**src/rtl/io_input_capture.sv**
```systemverilog
// Input capture block: synchronizes and debounces two pushbuttons and a 16-bit switch bank,
// latches press/change events as pending bits and exposes them through a small CPU register map.
module io_input_capture #(
    parameter int unsigned DEBOUNCE_CYCLES = 4
) (
    input  logic        clk,
    input  logic        reset,
    input  logic        BTNL,
    input  logic        BTNR,
    input  logic [15:0] SW,
    input  logic [7:0]  addr,
    input  logic        wr_en,
    input  logic [31:0] wdata,
    output logic [31:0] rdata,
    output logic        irq
);

    localparam logic [15:0] CNT_LAST   = 16'(DEBOUNCE_CYCLES - 1);
    localparam logic [5:0]  REG_STATUS = 6'h00;
    localparam logic [5:0]  REG_SWITCH = 6'h01;
    localparam logic [5:0]  REG_BUTTON = 6'h02;
    localparam logic [5:0]  REG_IRQ_EN = 6'h03;

    // Raw inputs packed as {SW, BTNR, BTNL} through the synchronizer and delay stages
    logic [17:0] sync1_q;
    logic [17:0] sync2_q;
    logic [17:0] s_dly_q;

    logic        s_l;
    logic        s_r;
    logic [15:0] s_sw;
    logic        sd_l;
    logic        sd_r;
    logic [15:0] sd_sw;

    logic [15:0] cnt_l_q;
    logic [15:0] cnt_l_d;
    logic [15:0] cnt_r_q;
    logic [15:0] cnt_r_d;
    logic [15:0] cnt_sw_q;
    logic [15:0] cnt_sw_d;

    logic        db_l_q;
    logic        db_l_d;
    logic        db_r_q;
    logic        db_r_d;
    logic [15:0] db_sw_q;
    logic [15:0] db_sw_d;

    logic [2:0]  pend_q;
    logic [2:0]  pend_d;
    logic [2:0]  en_q;
    logic [2:0]  en_d;
    logic [2:0]  pend_set;
    logic [2:0]  pend_clr;
    logic        irq_q;
    logic        irq_d;

    logic [5:0]  word;
    logic        unused_bits;

    assign s_l   = sync2_q[0];
    assign s_r   = sync2_q[1];
    assign s_sw  = sync2_q[17:2];
    assign sd_l  = s_dly_q[0];
    assign sd_r  = s_dly_q[1];
    assign sd_sw = s_dly_q[17:2];

    assign word        = addr[7:2];
    assign unused_bits = ^{addr[1:0], wdata[31:3]};

    // Debounce: any instability or return to the accepted value restarts the count
    always_comb begin
        cnt_l_d = cnt_l_q;
        db_l_d  = db_l_q;
        if ((s_l == db_l_q) || (s_l != sd_l)) begin
            cnt_l_d = '0;
        end else if (cnt_l_q == CNT_LAST) begin
            db_l_d  = s_l;
            cnt_l_d = '0;
        end else begin
            cnt_l_d = cnt_l_q + 16'd1;
        end
    end

    always_comb begin
        cnt_r_d = cnt_r_q;
        db_r_d  = db_r_q;
        if ((s_r == db_r_q) || (s_r != sd_r)) begin
            cnt_r_d = '0;
        end else if (cnt_r_q == CNT_LAST) begin
            db_r_d  = s_r;
            cnt_r_d = '0;
        end else begin
            cnt_r_d = cnt_r_q + 16'd1;
        end
    end

    always_comb begin
        cnt_sw_d = cnt_sw_q;
        db_sw_d  = db_sw_q;
        if ((s_sw == db_sw_q) || (s_sw != sd_sw)) begin
            cnt_sw_d = '0;
        end else if (cnt_sw_q == CNT_LAST) begin
            db_sw_d  = s_sw;
            cnt_sw_d = '0;
        end else begin
            cnt_sw_d = cnt_sw_q + 16'd1;
        end
    end

    // Set wins over a concurrent write-1-to-clear of the same bit
    always_comb begin
        pend_set = {(db_sw_d != db_sw_q), (~db_r_q & db_r_d), (~db_l_q & db_l_d)};
        pend_clr = (wr_en && (word == REG_STATUS)) ? wdata[2:0] : 3'b000;
        pend_d   = (pend_q & ~pend_clr) | pend_set;
        en_d     = (wr_en && (word == REG_IRQ_EN)) ? wdata[2:0] : en_q;
        irq_d    = |(pend_q & en_q);
    end

    always_ff @(posedge clk) begin
        if (!reset) begin
            sync1_q  <= '0;
            sync2_q  <= '0;
            s_dly_q  <= '0;
            cnt_l_q  <= '0;
            cnt_r_q  <= '0;
            cnt_sw_q <= '0;
            db_l_q   <= 1'b0;
            db_r_q   <= 1'b0;
            db_sw_q  <= '0;
            pend_q   <= '0;
            en_q     <= '0;
            irq_q    <= 1'b0;
        end else begin
            sync1_q  <= {SW, BTNR, BTNL};
            sync2_q  <= sync1_q;
            s_dly_q  <= sync2_q;
            cnt_l_q  <= cnt_l_d;
            cnt_r_q  <= cnt_r_d;
            cnt_sw_q <= cnt_sw_d;
            db_l_q   <= db_l_d;
            db_r_q   <= db_r_d;
            db_sw_q  <= db_sw_d;
            pend_q   <= pend_d;
            en_q     <= en_d;
            irq_q    <= irq_d;
        end
    end

    always_comb begin
        rdata = 32'h0;
        case (word)
            REG_STATUS: rdata = {29'b0, pend_q};
            REG_SWITCH: rdata = {16'b0, db_sw_q};
            REG_BUTTON: rdata = {30'b0, db_r_q, db_l_q};
            REG_IRQ_EN: rdata = {29'b0, en_q};
            default:    rdata = 32'h0;
        endcase
    end

    assign irq = irq_q;

endmodule

```
**config.mk**
```make
export PLATFORM = sky130hd
export DESIGN_NAME = io_input_capture
export DESIGN_NICKNAME = d
export VERILOG_FILES = /design/src/rtl/io_input_capture.sv
export SDC_FILE = /design/constraint.sdc
export NUM_CORES = 1
export LEC_CHECK = 0
export CAP_MARGIN = 40
export CORE_UTILIZATION = 30
export CTS_BUF_LIST = sky130_fd_sc_hd__clkbuf_8
export CTS_CLUSTER_SIZE = 10
export DETAILED_ROUTE_END_ITERATION = 8
export SYNTH_ARGS = -nofsm -noshare
export SYNTH_HDL_FRONTEND = slang
export SYNTH_SLANG_ARGS = --single-unit
```
**constraint.sdc**
```tcl
create_clock -name clk -period 5.4 [get_ports clk]
set_clock_uncertainty 0.15 [all_clocks]
set_input_delay 0.54 -clock clk [delete_from_list [all_inputs] [get_ports clk]]
set_output_delay 0.54 -clock clk [all_outputs]
set_load 0.05 [all_outputs]
```
== Word-level counts from Yosys, hierarchy flattened ==
Index checks and enable logic that the tools add are counted.
Word-level totals
  flip-flop bits (word level): 127
  input port bits: 61
  output and inout port bits: 33
  logic and storage cells: 55
Operators by class
  add/sub/neg operators: 3
  eq/ne operators: 13
  mux-type cells: 8
  bitwise logic cells: 9
  reduce and logical (&&, ||, !) cells: 10
Operator list (count)
  one-hot mux 16 bit (4 select lines): 1
  adder 16 x 1 -> 16 bit, second input constant: 3
  equality test 16 x 2 -> 1 bit, second input constant: 3
  two-way mux 16 bit: 2
  inequality test 16 bit: 2
  equality test 16 bit: 1
  equality test 6 x 2 -> 1 bit, second input constant: 2
  OR reduction 3 bit: 4
  AND 3 bit: 2
  equality test 6 x 1 -> 1 bit, second input constant: 1
  logical NOT 6 bit: 1
  two-way mux 1 bit: 4
  logical OR 1 bit: 3
  two-way mux 3 bit: 1
  NOT 1 bit: 3
  NOT 3 bit: 1
  OR 3 bit: 1
  AND 1 bit: 2
  equality test 1 bit: 2
  logical AND 1 bit: 2
  inequality test 1 bit: 2

== Depth between registers and ports, before layout ==
Gate-level depths: netlist of run 1.
  depth after elaboration: 6
  mapped depth: 7
  depth with buffers taken out: 6

== Worst setup path before layout of run 1 ==
Ideal clock, no wire load.
  kind: input-to-output
  start: input port addr[7]
  end: output port rdata[10]
  data arrival time: 2.045 ns
  required time: 4.710 ns
  setup slack: 2.665 ns
  stages on the path: 5
  path buffers: 2
  cell sequence: or4_1 buf_2 nor3b_2 clkbuf_2 and2_1
Between the ends
  word-level cells in the longest chain between the ends: 2
  elaborated cells on any way between the ends: 5
Ends and longest elaborated chain
  start, declared: line 11  | input logic [7:0] addr,
  equality test 6 x 2 -> 1 bit (tied with other cells): line 153  | case (word)
  one-hot mux 16 bit (4 select lines) *: line 153
  end, declared: line 14  | output logic [31:0] rdata,
Every way passes the cells marked *; elsewhere a longest branch is shown, timed or not.

== Final worst setup path of run 1 ==
  start: input port addr[7]
  end: output port rdata[6]
The elaborated chain is that of the path after synthesis.

==> results of run 1 <==
[worst max-delay path, stage by stage]
cell             delay, ps
clkdlybuf4s50_1        390
or4_1                  700
nor3b_2                730
and2_1                 260
clkdlybuf4s50_1        830
[cells in the final DEF, fill, tap and decap left out, drive strengths merged]
cell and n:
or2 1, o21a 1, and4 6, a222oi 1
nand4 15, conb 16, and3 7, nor2 58
nor4b 3, nand4b 1, nor3b 4, xnor2 32
nand3 20, nor4 13, clkinvlp 4, a21boi 3
inv 29, or3 2, nand2 45, clkdlybuf4s50 45
mux4 2, buf 4, dfxtp 127, clkbuf 17
o21ai 7, nor3 7, bufinv 2, a21oi 4
or4 1, ha 3, mux2i 20, and2 51
xor2 40, nor2b 9, a31oi 1, o211ai 1
clkinv 5
[metrics by stage]
| stage | power (mW) | cell area, µm² | std cells | hold WS (ps) | setup WS, ps |
|---|---|---|---|---|---|
| 2_1_floorplan | 1.05 | 5210 | 561 | 262 | 2670 |
| 4_1_cts | 1.89 | 6160 | 827 | 285 | 1220 |
| 6_report | 1.86 | 6160 | 827 | 285 | 1260 |
| 3_5_place_dp | 1.07 | 5760 | 795 | 268 | 1220 |
| 5_1_grt | 1.94 | 6160 | 827 | 295 | 1130 |
| 3_3_place_gp | 1.07 | 5740 | 793 | 268 | 1240 |
[per-layer routing]
layer | part of all wire | wire length, µm | global-route usage | up-vias
li1 | - | - | - | 1864
met1 | 0.49 | 4560 | 0.148 | 1627
met2 | 0.44 | 4110 | 0.172 | 76
met3 | 0.044 | 408 | 0.0383 | 20
met4 | 0.023 | 218 | 0.0619 | 0
met5 | 0 | 0 | 0 | -
[registers in the layout, indices dropped and copies added, names as in the netlist]
register / cells
s_dly_q: 18
sync1_q: 18
sync2_q: 18
cnt_l_q: 16
cnt_r_q: 16
cnt_sw_q: 16
db_sw_q: 16
en_q: 3
pend_q: 3
db_l_q: 1
db_r_q: 1
irq: 1
[cell type report]
class | instances | area [µm²] | area share
Multi-Input combinational cell | 374 | 2360 | 0.384
Tap cell | 220 | 275 | 0.0447
Timing Repair Buffer | 49 | 485 | 0.0789
Clock buffer | 17 | 234 | 0.0380
Sequential cell | 127 | 2540 | 0.413
Clock inverter | 15 | 160 | 0.0260
Inverter | 25 | 93.8 | 0.0152
[kinds of logic after synthesis]
family                     count (synthesis)  share of synthesized area
buffers and inverters                     60                     0.0590
and+or+nand+nor                          243                      0.249
muxes                                     22                     0.0476
AOI/OAI and AO/OA                         18                     0.0211
xor gates and xnor gates                  72                      0.122
other                                      1                   0.000727
adders and majority gates                  3                    0.00728
DFF                                      127                      0.493
[power breakdown]
| part | internal (mW) | leakage (nW) | total, mW | switching [mW] |
|---|---|---|---|---|
| Combinational | 0.0379 | 1.07 | 0.0890 | 0.0512 |
| Sequential | 0.953 | 1.03 | 0.962 | 0.00928 |
| Clock | 0.415 | 0.191 | 0.805 | 0.390 |
[worst min path at each step]
stage | endpoint | slack (ps) | depth (start not counted)
3_5_place_dp | sync2_q[16] | 270 | 1
4_1_cts | sync2_q[16] | 290 | 1
3_3_place_gp | sync2_q[10] | 270 | 1
2_1_floorplan | sync2_q[0] | 260 | 1
5_1_grt | sync2_q[16] | 290 | 1
6_report | sync2_q[16] | 290 | 1
==> results.json, run 1 <==
{
  "clk_pin_slew_ps": 70,
  "postCtsHoldBufs": 0,
  "period_share": 0.767,
  "crit_end": "rdata[6]",
  "layout-drive-gt1-share": 0.0692,
  "hold_start": "sync1_q[16]",
  "io_pins": 94,
  "ff2ff_path_depth": 6,
  "drtIter0Drc": 208,
  "arrival_ps": 3450,
  "netlist_area_um2": 5150,
  "numCtsBuffers": 17,
  "max_freq_ghz": 0.242,
  "ctsRootBufferMaster": "clkbuf_8",
  "rrSetupSlack_ps": 3070,
  "utilization": 0.369,
  "rows": 47,
  "vias": 3587,
  "ant_nets": 0,
  "synth_edf_count": 0,
  "clockBufferDepth": 2,
  "ys_top_cells_by_area": "dfxtp_1, xor2_1, and2_1",
  "cts_max_level": 4,
  "synth.distinct_cells": 40,
  "fin_nets": 658,
  "yosys.cell_count.top_type": "dfxtp_1",
  "drv_slew": 0,
  "period_minus_slack_ps": 4140,
  "die_area_um2": 17700,
  "grt_max_degree": 57,
  "syn2layout_area_growth_pct": 19.4,
  "initial_utilization": 0.309,
  "ys_top_cells_by_count": "dfxtp_1, nor2_1, and2_1",
  "rsz0062_at_grt": "false",
  "cts_tree": "yes",
  "drc": 0,
  "vdd_ir_drop_max_uv": 161,
  "gp_congestion": 0.705,
  "start_kind": "input pin",
  "critPathCaptureType": "primary output",
  "drt-vias-per-instance": 4.34,
  "worstPathMaxFanout": 13,
  "outcome": "finished clean",
  "async_flop_share": 0,
  "power.density_nw_per_um2": 301,
  "drt_wl_total_um": 9290,
  "design.core.area_um2": 16700,
  "die_h_um": 133,
  "synth_seq_area_share": 0.493,
  "drt_first_pass_iters": 4,
  "hp-class": "reg2reg",
  "post_cts_resized": 0,
  "power.leakage_nw": 2.30,
  "ys.flop_type": "dfxtp_1",
  "synth_top_area_share": 0.493,
  "setup-tns-final_ps": 0,
  "yosysTopAreaCell": "dfxtp_1",
  "grt.total_usage": 0.116,
  "relSlewSlack": 0.470,
  "finalHoldViolCount": 0,
  "place_hpwl_um": 6630,
  "critPathLaunch": "addr[7]",
  "numClockSinks": 127,
  "tightest_slew_ps": 791,
  "grt_first_pass_wirelength_um": 16100,
  "crit_type": "in2out",
  "wl_per_cell_um": 11.2,
  "grt_pass1_vias": 3474,
  "setup_violations": 0,
  "r2r_end": "db_sw_q[14]",
  "nFillCells": 1701,
  "port_buffers": 46,
  "grt-ovfl-total": 0,
  "antenna_found_initial": 0,
  "max_cap_violations": 0,
  "r2r_start": "cnt_sw_q[0]",
  "postCtsSetupRepairBufs": 0,
  "antennaDiodeCount": 0,
  "synth_cells": 546,
  "die_w_um": 133,
  "syn_avg_cell_area_um2": 9.44,
  "crit_required_ps": 4710,
  "ys_warn_count": 0,
  "clk_latency_ps": 440,
  "ys_seq_elements": 127
}
Power figures use the tool's default switching activity.
==> inputs of run 2 (changes only) <==
==> constraint.sdc (replaced) <==
create_clock -name clk -period 3.7 [get_ports clk]
set_clock_uncertainty 0.15 [all_clocks]
set_input_delay 0.37 -clock clk [delete_from_list [all_inputs] [get_ports clk]]
set_output_delay 0.37 -clock clk [all_outputs]
set_load 0.05 [all_outputs]
==> run 2 against run 1 <==
  * Critical path depth down 1
  * Critical path type unchanged
  * Routed wire length increased by 3.0%
  * Global-route usage rose by 0.13 points
  * Worst hold slack worse by 28 ps
  * Highest routed layer unchanged
  * Die area is the same
==> results.json, run 2 (synthesized netlist as in run 1, its figures left out) <==
{
  "io_pins": 94,
  "hold_depth": 2,
  "numCtsBuffers": 17,
  "finalPower_mw": 2.71,
  "clockBufferDepth": 2,
  "comb_power_share": 0.048,
  "clk_pin_slew_ps": 80,
  "drtIter0Drc": 121,
  "layout-drive-gt1-share": 0.0921,
  "grt-ovfl-total": 0,
  "max_cap_violations": 0,
  "place_inst": 796,
  "ctsRootBufferMaster": "clkbuf_8",
  "switching_share": 0.256,
  "cts_max_level": 4,
  "rrSetupSlack_ps": 1510,
  "die_w_um": 133,
  "critPathCaptureType": "primary output",
  "most-common-layout-cells": "dfxtp_1, nor2_1, and2_1, nand2_1, xor2_1",
  "seq_power_share": 0.517,
  "ant_nets": 0,
  "wl_per_cell_um": 11.6,
  "worstPathMaxFanout": 7,
  "crit_type": "in2out",
  "rows": 47,
  "clk_latency_ps": 440,
  "ff2ff_path_depth": 6,
  "die_h_um": 133,
  "vdd_ir_drop_max_uv": 285,
  "post_cts_resized": 0,
  "gp_congestion": 0.783,
  "period_share": 0.804,
  "rsz0062_at_grt": "false",
  "power.density_nw_per_um2": 432,
  "crit_required_ps": 3180,
  "top_regs": "s_dly_q x18, sync1_q x18, sync2_q x18",
  "relSlewSlack": 0.572,
  "fin_cells": 828,
  "fin_nets": 659,
  "pre_cts_slack_ps": 718,
  "period_minus_slack_ps": 2970,
  "postCtsSetupRepairBufs": 0,
  "vias": 3619,
  "max_freq_ghz": 0.336,
  "internal-power_mw": 2.02,
  "syn2layout_area_growth_pct": 22.0,
  "outcome": "finished clean",
  "utilization": 0.377,
  "cts_tree": "yes",
  "drt_first_pass_iters": 6,
  "postCtsHoldBufs": 0,
  "drt_wl_total_um": 9570,
  "grt_pass1_vias": 3521,
  "grt_first_pass_wirelength_um": 16300,
  "die_area_um2": 17700,
  "layout_commonest_cell": "dfxtp_1",
  "place_hpwl_um": 6960,
  "arrival_ps": 2450,
  "port_buffers": 46,
  "grt.total_usage": 0.117,
  "antenna_found_initial": 0,
  "r2r_end": "db_sw_q[15]",
  "setup_slack_ps": 726,
  "drt-vias-per-instance": 4.37,
  "p_sw_uw": 694,
  "start_kind": "input pin",
  "tightest_slew_ps": 638,
  "design.core.area_um2": 16700,
  "numClockSinks": 127,
  "setup-tns-final_ps": 0,
  "hold-path-endpoint": "pend_q[2]",
  "hold_start": "reset",
  "drv_slew": 0,
  "critPathLaunch": "addr[2]",
  "finalHoldViolCount": 0,
  "power.leakage_nw": 2.37,
  "initial_utilization": 0.309,
  "antennaDiodeCount": 0,
  "hp-class": "in2reg",
  "grt_max_degree": 57,
  "drc": 0,
  "clock_power_share": 0.434,
  "setup_violations": 0,
  "r2r_start": "sync2_q[5]"
}
run 2: cell types whose count changed in the layout (fill, tap and decap cells not counted), moves of 2 or more:
cell | previous run | this run
clkinv_2 | 3 | 0
clkinv_4 | 2 | 4
buf_4 | 2 | 4
clkdlybuf4s50_1 | 45 | 32
buf_12 | 0 | 13
inv_8 | 1 | 3
clkinvlp_4 | 4 | 2
run 2: worst max path at each step:
stage,cells after the start,end,slack (ps)
2_1_floorplan,5,rdata[10],1310
3_3_place_gp,4,rdata[1],740
3_5_place_dp,4,rdata[0],720
4_1_cts,4,rdata[1],710
5_1_grt,4,rdata[0],640
6_report,4,rdata[0],730
run 2: power groups by stage:
| stage | registers [mW] | clock network (mW) | logic, mW |
|---|---|---|---|
| after floorplan | 1.43 | 0 | 0.104 |
| after global placement | 1.44 | 0 | 0.130 |
| after detailed placement | 1.44 | 0 | 0.132 |
| after CTS | 1.40 | 1.21 | 0.132 |
| after global routing | 1.41 | 1.28 | 0.142 |
| final | 1.40 | 1.18 | 0.131 |
run 2: per-stage QoR:
stage	hold slack (ps)	cell area [µm²]
floorplan	262	5210
global placement	265	5880
detailed placement	268	5890
CTS	221	6290
global route	232	6290
finish	257	6290
run 2: cell type report:
cell class | count | area, µm²
clock inverter | 14 | 149
sequential | 127 | 2540
tap | 220 | 275
timing repair buffer | 50 | 616
clock buffer | 18 | 248
multi-input combinational | 374 | 2360
inverter | 25 | 93.8
fill | 1672 | 10400
run 2: worst max-delay path, cell delays in order:
cell	delay, ps
clkdlybuf4s50_1	680
mux4_2	550
nor2b_1	140
clkdlybuf4s50_1	710
run 2: routing by layer:
| metal | GRT usage | part of all wire |
|---|---|---|
| met1 | 0.142 | 0.47 |
| met2 | 0.194 | 0.47 |
| met3 | 0.0414 | 0.047 |
| met4 | 0.0364 | 0.0091 |
| met5 | 0 | 0 |
==> inputs of run 3 (changes only) <==
==> constraint.sdc (replaced) <==
create_clock -name clk -period 2.7 [get_ports clk]
set_clock_uncertainty 0.15 [all_clocks]
set_input_delay 0.27 -clock clk [delete_from_list [all_inputs] [get_ports clk]]
set_output_delay 0.27 -clock clk [all_outputs]
set_load 0.05 [all_outputs]
==> run 3 against run 2 <==
  * Cell count increased by 0.60%
  * Critical path type unchanged
  * Setup slack got worse by 540 ps
  * Highest routed layer unchanged
  * Clock-buffer cell count unchanged
  * Total power increased by 40%
  * Largest cell class unchanged
  * Flip-flop and latch count unchanged
==> results.json, run 3 (synthesized netlist as in run 1, its figures left out) <==
{
  "finalHoldViolCount": 0,
  "critPathCaptureType": "primary output",
  "finalPower_mw": 3.80,
  "numCtsBuffers": 17,
  "max_cap_violations": 0,
  "rsz0062_at_grt": "false",
  "clockBufferDepth": 2,
  "grt-ovfl-total": 0,
  "clk_latency_ps": 440,
  "gp_congestion": 0.778,
  "ff2ff_path_depth": 6,
  "fin_nets": 664,
  "wl_per_cell_um": 11.5,
  "ctsRootBufferMaster": "clkbuf_8",
  "hp-class": "in2reg",
  "drv_slew": 0,
  "switching_share": 0.247,
  "pre_cts_slack_ps": 208,
  "hold_slack_ps": 63.0,
  "seq_power_share": 0.507,
  "die_w_um": 133,
  "grt_first_pass_wirelength_um": 16200,
  "layout-drive-gt1-share": 0.104,
  "relSlewSlack": 0.618,
  "arrival_ps": 2090,
  "setup_violations": 0,
  "power.leakage_nw": 2.41,
  "die_area_um2": 17700,
  "post_cts_resized": 0,
  "max_freq_ghz": 0.398,
  "ant_nets": 0,
  "postCtsSetupRepairBufs": 0,
  "worstPathMaxFanout": 13,
  "period_share": 0.930,
  "drtIter0Drc": 170,
  "rrSetupSlack_ps": 510,
  "setup-tns-final_ps": 0,
  "grt.total_usage": 0.117,
  "crit_end": "rdata[14]",
  "top_regs": "s_dly_q x18, sync1_q x18, sync2_q x18",
  "vdd_ir_drop_max_uv": 314,
  "p_sw_uw": 936,
  "comb_power_share": 0.049,
  "drc": 0,
  "cts_max_level": 4,
  "clock_power_share": 0.445,
  "drt_first_pass_iters": 4,
  "setup_slack_ps": 188,
  "r2r_start": "cnt_sw_q[0]",
  "r2r_end": "db_sw_q[11]",
  "port_buffers": 46,
  "internal-power_mw": 2.86,
  "most-common-layout-cells": "dfxtp_1, nor2_1, and2_1, nand2_1, xor2_1",
  "utilization": 0.381,
  "grt_pass1_vias": 3555,
  "crit_type": "in2out",
  "start_kind": "input pin",
  "syn2layout_area_growth_pct": 23.4,
  "period_minus_slack_ps": 2510,
  "power.density_nw_per_um2": 597,
  "place_hpwl_um": 6980,
  "postCtsHoldBufs": 0,
  "rows": 47,
  "numClockSinks": 127,
  "grt_max_degree": 32,
  "tightest_slew_ps": 571,
  "layout_commonest_cell": "dfxtp_1",
  "crit_required_ps": 2280,
  "vias": 3665,
  "die_h_um": 133,
  "initial_utilization": 0.309,
  "cts_tree": "yes",
  "critPathLaunch": "addr[7]",
  "clk_pin_slew_ps": 70,
  "outcome": "finished clean",
  "drt_wl_total_um": 9550,
  "design.core.area_um2": 16700,
  "antennaDiodeCount": 0,
  "io_pins": 94,
  "antenna_found_initial": 0,
  "drt-vias-per-instance": 4.40
}
run 3: changes by cell type in the layout (fill, tap and decap cells not counted):
cell and delta:
buf_12 +2, inv_8 -1, clkinvlp_4 -1, bufinv_16 +1, clkinv_4 -1, inv_6 +2
buf_4 +6, clkdlybuf4s50_1 -3
run 3: worst min path at each step:
stage | endpoint | start | cells past startpoint
6_report | pend_q[2] | reset | 2
5_1_grt | pend_q[2] | reset | 2
4_1_cts | pend_q[2] | reset | 2
3_5_place_dp | sync2_q[11] | sync1_q[11] | 1
3_3_place_gp | sync2_q[13] | sync1_q[13] | 1
2_1_floorplan | sync1_q[0] | BTNL | 1
run 3: final cells by class:
cell class              count  area, µm²
multi-input cells         374       2360
flip-flops and latches    127       2540
repair buffers             55        671
fillers                  1662      10300
clock inverters            14        169
clock buffers              18        248
inverters                  25       93.8
well taps                 220        275
run 3: per-layer routing:
metal	routed length, µm	track usage	share of wire	vias to the layer above
met5	0	0	0	-
met4	112	0.0536	0.012	0
met3	400	0.0372	0.042	6
met2	4520	0.191	0.47	74
met1	4520	0.140	0.47	1703
li1	-	-	-	1882
run 3: critical path, stage by stage:
cell and delay [ps]:
clkdlybuf4s50_1 400, or4_1 620, nor3b_2 230, buf_4 220, and2_1 210, buf_12 150
run 3: stage by stage:
stage | cells | area (µm²)
3_5_place_dp | 801 | 5950
2_1_floorplan | 561 | 5210
6_report | 833 | 6360
4_1_cts | 833 | 6360
5_1_grt | 833 | 6360
3_3_place_gp | 800 | 5940
run 3: power by group through the flow:
stage | sequential (mW) | combinational [mW] | clock, mW
floorplan | 1.96 | 0.142 | 0
global placement | 1.97 | 0.184 | 0
detailed placement | 1.97 | 0.185 | 0
CTS | 1.92 | 0.186 | 1.74
global route | 1.93 | 0.201 | 1.84
finish | 1.92 | 0.185 | 1.69
